### src/rtl/pll_lock_sequencer.sv
// rtl/pll_lock_sequencer.sv - PLL reset/lock sequencer gating sys_reset until lock is stable
// Optional RUN-state lock-loss monitor: define PLL_SEQ_LOCK_MONITOR_EN.
module pll_lock_sequencer #(
    parameter int unsigned RESET_CYCLES  = 16,
    parameter int unsigned LOCK_TIMEOUT  = 50000,
    parameter int unsigned STABLE_CYCLES = 256,
    parameter int unsigned MAX_RETRIES   = 3
) (
    input  logic       clock_in,
    input  logic       reset,
    input  logic       pll_lock,
    input  logic       restart,
    output logic       pll_resetb,
    output logic       sys_reset,
    output logic       ready,
    output logic       fault,
    output logic [3:0] retry_count
);

    typedef enum logic [2:0] {
        S_RESET_PLL = 3'd0,
        S_WAIT_LOCK = 3'd1,
        S_STABLE    = 3'd2,
        S_RUN       = 3'd3,
        S_FAULT     = 3'd4
`ifdef PLL_SEQ_LOCK_MONITOR_EN
        , S_LOCK_LOST = 3'd5
`endif
    } state_t;

    localparam logic [15:0] RESET_LAST   = 16'(RESET_CYCLES - 1);
    localparam logic [15:0] TIMEOUT_LAST = 16'(LOCK_TIMEOUT - 1);
    // The lock-detect cycle in WAIT_LOCK is the first of the STABLE_CYCLES run.
    localparam logic [15:0] STABLE_LAST  = 16'(STABLE_CYCLES - 2);
    localparam logic [3:0]  MAX_R        = 4'(MAX_RETRIES);

    state_t      state_q, state_d;
    logic [15:0] cnt_q, cnt_d;
    logic [3:0]  retry_q, retry_d;
    logic        sync1_q, lock_s_q;
    logic        pll_resetb_q, pll_resetb_d;
    logic        sys_reset_q, sys_reset_d;
    logic        ready_q, ready_d;
    logic        fault_q, fault_d;
    logic        retry_event;

    always_ff @(posedge clock_in or posedge reset) begin
        if (reset) begin
            state_q      <= S_RESET_PLL;
            cnt_q        <= 16'd0;
            retry_q      <= 4'd0;
            sync1_q      <= 1'b0;
            lock_s_q     <= 1'b0;
            pll_resetb_q <= 1'b0;
            sys_reset_q  <= 1'b1;
            ready_q      <= 1'b0;
            fault_q      <= 1'b0;
        end else begin
            state_q      <= state_d;
            cnt_q        <= cnt_d;
            retry_q      <= retry_d;
            sync1_q      <= pll_lock;
            lock_s_q     <= sync1_q;
            pll_resetb_q <= pll_resetb_d;
            sys_reset_q  <= sys_reset_d;
            ready_q      <= ready_d;
            fault_q      <= fault_d;
        end
    end

    always_comb begin
        state_d     = state_q;
        retry_d     = retry_q;
        retry_event = 1'b0;
        case (state_q)
            S_RESET_PLL: if (cnt_q == RESET_LAST) state_d = S_WAIT_LOCK;
            S_WAIT_LOCK: begin
                if (lock_s_q)
                    state_d = (STABLE_CYCLES == 1) ? S_RUN : S_STABLE;
                else if (cnt_q == TIMEOUT_LAST)
                    retry_event = 1'b1;
            end
            S_STABLE: begin
                if (!lock_s_q)
                    state_d = S_WAIT_LOCK;
                else if (cnt_q == STABLE_LAST)
                    state_d = S_RUN;
            end
            S_RUN: begin
`ifdef PLL_SEQ_LOCK_MONITOR_EN
                if (!lock_s_q) state_d = S_LOCK_LOST;
`endif
            end
`ifdef PLL_SEQ_LOCK_MONITOR_EN
            S_LOCK_LOST: retry_event = 1'b1;
`endif
            S_FAULT: state_d = S_FAULT;
            default: state_d = S_RESET_PLL;
        endcase

        if (retry_event) begin
            if (retry_q < MAX_R) begin
                state_d = S_RESET_PLL;
                retry_d = retry_q + 4'd1;
            end else begin
                state_d = S_FAULT;
            end
        end

        // Restart outranks any timeout, lock or lock-loss event in the same cycle.
        if (restart) begin
            state_d = S_RESET_PLL;
            retry_d = 4'd0;
        end

        if (restart || (state_d != state_q))
            cnt_d = 16'd0;
        else if (cnt_q == 16'hFFFF)
            cnt_d = cnt_q;
        else
            cnt_d = cnt_q + 16'd1;

        pll_resetb_d = !((state_d == S_RESET_PLL) || (state_d == S_FAULT));
        sys_reset_d  = (state_d != S_RUN);
        ready_d      = (state_d == S_RUN);
        fault_d      = (state_d == S_FAULT);
    end

    assign pll_resetb  = pll_resetb_q;
    assign sys_reset   = sys_reset_q;
    assign ready       = ready_q;
    assign fault       = fault_q;
    assign retry_count = retry_q;

endmodule

### config.mk
export PLATFORM = sky130hd
export DESIGN_NAME = pll_lock_sequencer
export DESIGN_NICKNAME = d
export VERILOG_FILES = /design/src/rtl/pll_lock_sequencer.sv
export SDC_FILE = /design/constraint.sdc
export NUM_CORES = 1
export LEC_CHECK = 0
export ABC_CLOCK_PERIOD_IN_PS = 2800
export CAP_MARGIN = 20
export CORE_AREA = 2 2 51 62
export CTS_BUF_LIST = sky130_fd_sc_hd__clkbuf_8 sky130_fd_sc_hd__clkbuf_16
export CTS_CLUSTER_DIAMETER = 30
export DETAILED_ROUTE_END_ITERATION = 16
export DIE_AREA = 0 0 53 64
export PLACE_DENSITY_LB_ADDON = 0.1
export SLEW_MARGIN = 20
export SYNTH_ARGS = -nofsm -noshare
export SYNTH_HDL_FRONTEND = slang
export SYNTH_SLANG_ARGS = --single-unit
### constraint.sdc
create_clock -name clock_in -period 2.8 [get_ports clock_in]
set_input_delay 0.42 -clock clock_in [delete_from_list [all_inputs] [get_ports clock_in]]
set_output_delay 0.42 -clock clock_in [all_outputs]
set_load 0.02 [all_outputs]
Word-level counts from Yosys, hierarchy flattened
Index checks and enable logic that the tools add are counted.
{"block": "classes", "addsub": 2, "n_lt_le_gt_ge": 1, "n_eq_ne": 13, "muxes": 16, "reduce_logical": 8}
{"operator": "16-bit equality test, second input constant", "n": 2}
{"operator": "16-bit two-way mux", "n": 2}
{"operator": "3-bit two-way mux", "n": 7}
{"operator": "16-bit by 1-bit adder with 16-bit output, second input constant", "n": 1}
{"operator": "16-bit by 4-bit equality test with 1-bit output, second input constant", "n": 1}
{"operator": "16-bit by 8-bit equality test with 1-bit output, second input constant", "n": 1}
{"operator": "3-bit case mux with 5 select lines", "n": 1}
{"operator": "4-bit two-way mux", "n": 3}
{"operator": "3-bit by 2-bit equality test with 1-bit output, second input constant", "n": 3}
{"operator": "3-bit equality test, second input constant", "n": 2}
{"operator": "3-bit zero test", "n": 2}
{"operator": "4-bit by 1-bit adder with 4-bit output, second input constant", "n": 1}
{"operator": "4-bit by 2-bit less-than comparator with 1-bit output, second input constant", "n": 1}
{"operator": "2-bit nonzero test", "n": 2}
{"operator": "3-bit by 1-bit equality test with 1-bit output, second input constant", "n": 1}
{"operator": "1-bit two-way mux", "n": 3}
{"operator": "3-bit by 2-bit inequality test with 1-bit output, second input constant", "n": 1}
{"operator": "3-bit inequality test", "n": 1}
{"operator": "1-bit logical OR", "n": 2}
{"operator": "2-bit inequality test, second input constant", "n": 1}
{"operator": "2-bit AND reduction", "n": 1}
{"operator": "1-bit zero test", "n": 1}
{"block": "totals", "ff_bits": 29, "in_bits": 4}

Depth between registers and ports, before layout
{"block": "logic_depth", "word_depth": 9, "ltp_mapped": 8, "depth_no_buf": 8}

Least setup slack after synthesis
Ideal clock, no wire load.
{"block": "synth_path", "kind": "register -> register", "start": "register cnt_q[11]", "end": "register cnt_q[15]", "t_arrival_ns": 1.860, "required_time_ns": 2.673, "path_slack_ns": 0.813, "stages_incl_launch_ff": 8, "path_buffers": 1, "period_less_slack_ns": 1.987, "cell_sequence": "dfrtp_1 -> or4_4 -> nand2b_4 -> o41ai_2 -> o22ai_1 -> o21bai_2 -> buf_6 -> a21oi_1"}
{"block": "synth_via", "elab_chain_len": 9, "word_cells_on_any_way": 19}
{"element": "start, declared", "line_no": "38", "source": "logic [15:0] cnt_q, cnt_d;"}
{"element": "start signal, assigned", "line_no": "60", "source": "cnt_q <= cnt_d;"}
{"element": "16-bit by 8-bit equality test with 1-bit output or 16-bit equality test (tied branches)", "line_no": "86, 80"}
{"element": "3-bit two-way mux or 1-bit two-way mux (tied branches)", "line_no": "86, 80"}
{"element": "3-bit two-way mux or 1-bit two-way mux (tied branches)", "line_no": "84, 78"}
{"element": "3-bit case mux with 5 select lines or 1-bit two-way mux (tied branches)", "line_no": "75", "source": "case (state_q)"}
{"element": "3-bit two-way mux", "line_no": "101", "source": "if (retry_event) begin"}
{"element": "3-bit two-way mux", "line_no": "111", "source": "if (restart) begin"}
{"element": "3-bit inequality test", "line_no": "116", "source": "if (restart || (state_d != state_q))"}
{"element": "1-bit logical OR", "line_no": "116"}
{"element": "2-bit inequality test (no source line) or 16-bit two-way mux (tied branches)"}
Parallel ways exist; a longest one is shown, timed or not. The select of a mux whose other input is x is not followed.
A chain may end at the register's enable or synchronous reset.

Final worst setup path
{"block": "layout_path", "start": "register cnt_q[11]", "end": "register cnt_q[1]"}
Same word-level chain as after synthesis.

==> key figures <==
Outcome
  • Status: completed

Yosys
  • Top-area cell type share of the netlist area: 0.469
  • Post-synthesis sequential area ratio: 0.486
  • Main combinational cell family by area after synthesis: simple AND/OR/NAND/NOR gates
  • Yosys cell types: around 40
  • Post-synthesis mux area share: 0.00669
  • Cell taking the most area after synthesis: dfrtp_1
  • EDFF count, synth: 0
  • Adder and majority cell fraction of the synthesized area: 0.0251
  • Mapped Cells: 157
  • Commonest cells in the netlist: dfrtp_1 (28), nor2_1 (23), nand3_1 (10)
  • Count leader, synth: dfrtp_1
  • Post-Synth Simple-Gate Area: 0.264
  • Mapped Nets: 164
  • Syn Std Cell Area: 1500 sq um
  • YS warnings: 0
  • Post-synthesis compound-gate area fraction: 0.110
  • Mean Syn Cell Area: 9.52 sq um
  • Post-synthesis register bit count: 29
  • Post-synth ARST share: 1.00
  • Top post-synthesis cells by area: dfrtp_1 (47%), nor2_1 (5.8%), xor2_1 (5.3%), nand3_1 (3.3%), nand4_1 (3.3%)
  • Top_reg_cell synth: dfrtp_1
  • Synth Area in XOR/XNOR: 0.0644

Critical path
  • Critical Path RT: 2.94 ns
  • WP buf/inv: 0
  • Crit path max-delay family: simple AND/OR/NAND/NOR gates
  • CP Max Fanout: 12
  • CP startpoint kind: register
  • Slowest Stage Delay on Critical Path: around 0.57 ns
  • Cell count of the worst reg-to-reg path: 6
  • Critical path depth in cells: 6
  • Crit-path cells: or4_4 > nand2b_4 > nor4_1 > o22ai_1 > o21bai_2 > a211oi_1
  • Worst EP arrival: 2.51 ns
  • CP Capture Type: register
  • Critical-path top delay cell: or4_4
  • Worst Path Class, Setup: reg -> reg

Drt
  • DR vias: about 1200
  • Vias/cell: between 5 and 6
  • First-pass detailed-route iteration total: 4
  • Met3 Routed Length: 128 microns
  • DR top layer: met4
  • WL met1: 1240 microns
  • Wire per inst: 13.8 microns
  • DRC marker count from the first detailed-route iteration: 29
  • Routed Antenna Nets: 0
  • Met2 wire len: 1400 microns
  • Routed WL: 2830 microns
  • Residual DRC: 0

Place
  • Port bufs: 11
  • Post-DP HPWL: between 2000 and 2500 microns
  • Worst slack, placed: 0.435 ns
  • Post-place instance area: approximately 1600 sq um
  • Global placer's final weighted congestion: just over 0.8
  • Placed Cells: between 150 and 200

Cells and area
  • FILL cells: 229
  • Final #Nets: 177
  • P&R area growth vs syn: 15.4%
  • Post-Layout Cell Count: ~210
  • N_diodes: 0
  • Fraction of layout cells with a size suffix above 1: 0.105
  • Finished Cell Area: 1730 sq um

Global routing
  • Remaining global-route overflow: 0
  • Largest net degree at the start of global routing: 16
  • Vias in the first global route: about 1100
  • First-pass GRT wire length: 4970 microns
  • Initial antenna violation count: 0
  • GRT Resource Usage Total: 0.199

CTS
  • Root Driver: clkbuf_8
  • Clk sinks: 29
  • Hold-fix buffers at CTS: 0
  • Worst-path clk slew: 0.06 ns
  • CTS tree: yes
  • TritonCTS Buffers: 5
  • Max Root-Sink Buffers: 2
  • Skew-Pair Late Insertion Delay: roughly 0.28 ns
  • CTS H-tree depth: 2
  • Post-CTS Setup Inserts: 0
  • Number of cells upsized or downsized after cts: 0

Floorplanning
  • Row cnt: 21
  • Ports: 12
  • Starting Density: 0.542
  • Die H: 64 microns
  • Die width: roughly 53 microns
  • Die area: 3390 sq um
  • Core Region: 2760 sq um

STA
  • Max_slew headroom: 0.635
  • Fin crit period: 2.37 ns
  • Setup violators final: 0
  • Final period utilization: 0.848
  • Setup Skew: 0.00607 ns
  • Final Slew Violations: 0
  • RSZ-0062 raised after global routing: false
  • Worst-Margin Slew: 0.547 ns
  • Fin. Hold Viols: 0
  • F_max: 421 MHz
  • Post-route setup slack: between 0.4 and 0.5 ns
  • Setup TNS: 0 ns

Worst hold path
  • HP Class: reg -> reg
  • Worst hold path cell count: 0

Job
  • Max cap viols: 0

Power and ir drop
  • VDD IR max: 0.336 mV
  • Pwr Density: 484 nW/um^2
  • Leakage dissipation: 0.000768 uW
  • Total chip power: 835 uW
==> worst reg2reg max path: cells and delay by family, from the launching register on <==
kind	cells	cell delay, ns
AO/OA/AOI/OAI	3	0.72
AND/OR/NAND/NOR	3	1.08
flip-flops	1	0.42
==> through the flow <==
step,utilization,hold slack (ns)
after floorplan,-,0.331
final,0.625,0.354
after global placement,0.589,0.334
after CTS,0.625,0.356
after detailed placement,0.589,0.340
after global routing,0.625,0.373
==> sequential cells by signal, summed over array words and instances (netlist names) <==
| name | count |
|---|---|
| pll_resetb | 1 |
| sys_reset | 1 |
| state_q | 3 |
| cnt_q | 16 |
| retry_count | 4 |
| lock_s_q | 1 |
| ready | 1 |
| fault | 1 |
| sync1_q | 1 |
==> placed cells by master, fill, tap and decap left out, drive strengths merged <==
| cell | synthesis | routed |
|---|---|---|
| dfrtp | 28 | 28 |
| nor2 | 23 | 23 |
| clkdlybuf4s50 | 0 | 11 |
| nand3 | 10 | 10 |
| xor2 | 9 | 9 |
| nand2 | 9 | 9 |
| inv | 9 | 9 |
| nand4 | 8 | 8 |
| a21oi | 7 | 7 |
| clkbuf | 4 | 7 |
| o21ai | 4 | 4 |
| nor4 | 4 | 4 |
| nand2b | 4 | 4 |
| nor2b | 3 | 3 |
| a211oi | 3 | 3 |
| nor3 | 3 | 3 |
| ha | 3 | 3 |
| and3 | 2 | 2 |
| xnor2 | 2 | 2 |
| nor4b | 2 | 2 |
| a31oi | 2 | 2 |
| or4 | 2 | 2 |
| or3 | 1 | 1 |
| nand3b | 1 | 1 |
| mux2i | 1 | 1 |
| o21a | 1 | 1 |
| o41ai | 1 | 1 |
| o22ai | 1 | 1 |
| o211ai | 1 | 1 |
| a31o | 1 | 1 |
| o21bai | 1 | 1 |
| o31ai | 1 | 1 |
| a211o | 1 | 1 |
| and4 | 1 | 1 |
| or2 | 1 | 1 |
| clkinv | 0 | 1 |
| buf | 2 | 1 |
| dfstp | 1 | 1 |
==> path summary, 6_finish.rpt <==
kind / slack, ns / start / end
min in group asynchronous: 0.48 / reset / cnt_q[11]$_DFFE_PP0P_
min reg2reg: 0.35 / sync1_q$_DFF_PP0_ / lock_s_q$_DFF_PP0_
max: 0.43 / cnt_q[11]$_DFFE_PP0P_ / cnt_q[1]$_DFFE_PP0P_
min: 0.35 / sync1_q$_DFF_PP0_ / lock_s_q$_DFF_PP0_
max reg2reg: 0.43 / cnt_q[11]$_DFFE_PP0P_ / cnt_q[1]$_DFFE_PP0P_
max in group asynchronous: 1.70 / reset / cnt_q[7]$_DFFE_PP0P_
==> power breakdown <==
| part | total [uW] | internal, uW | switching (uW) | leakage, uW |
|---|---|---|---|---|
| Clock | 370 | 221 | 149 | 0.0000542 |
| Sequential | 431 | 424 | 6.48 | 0.000395 |
| Combinational | 33.2 | 12.5 | 20.7 | 0.000319 |
==> area by class of cell <==
class                   instances  area (sq um)  area share
well taps                      34          42.5      0.0247
multi-input cells             113           703       0.408
clock inverters                 1          5.00     0.00290
flip-flops and latches         29           727       0.421
inverters                       9          33.8      0.0196
repair buffers                 12           118      0.0682
clock buffers                   7          96.3      0.0558
==> cells by family (layout without fill, tap and decap cells) <==
group,after synthesis,count (layout)
buf+inv,15,29
fa+ha+maj,3,3
simple gates,74,74
mux,1,1
compound gates,24,24
flops,29,29
xor+xnor,11,11
==> layer usage <==
| layer | vias up | GRT usage |
|---|---|---|
| li1 | 574 | - |
| met1 | 563 | 0.237 |
| met2 | 35 | 0.320 |
| met3 | 10 | 0.0561 |
| met4 | 0 | 0.103 |
| met5 | - | 0 |
Power figures use the tool's default switching activity.
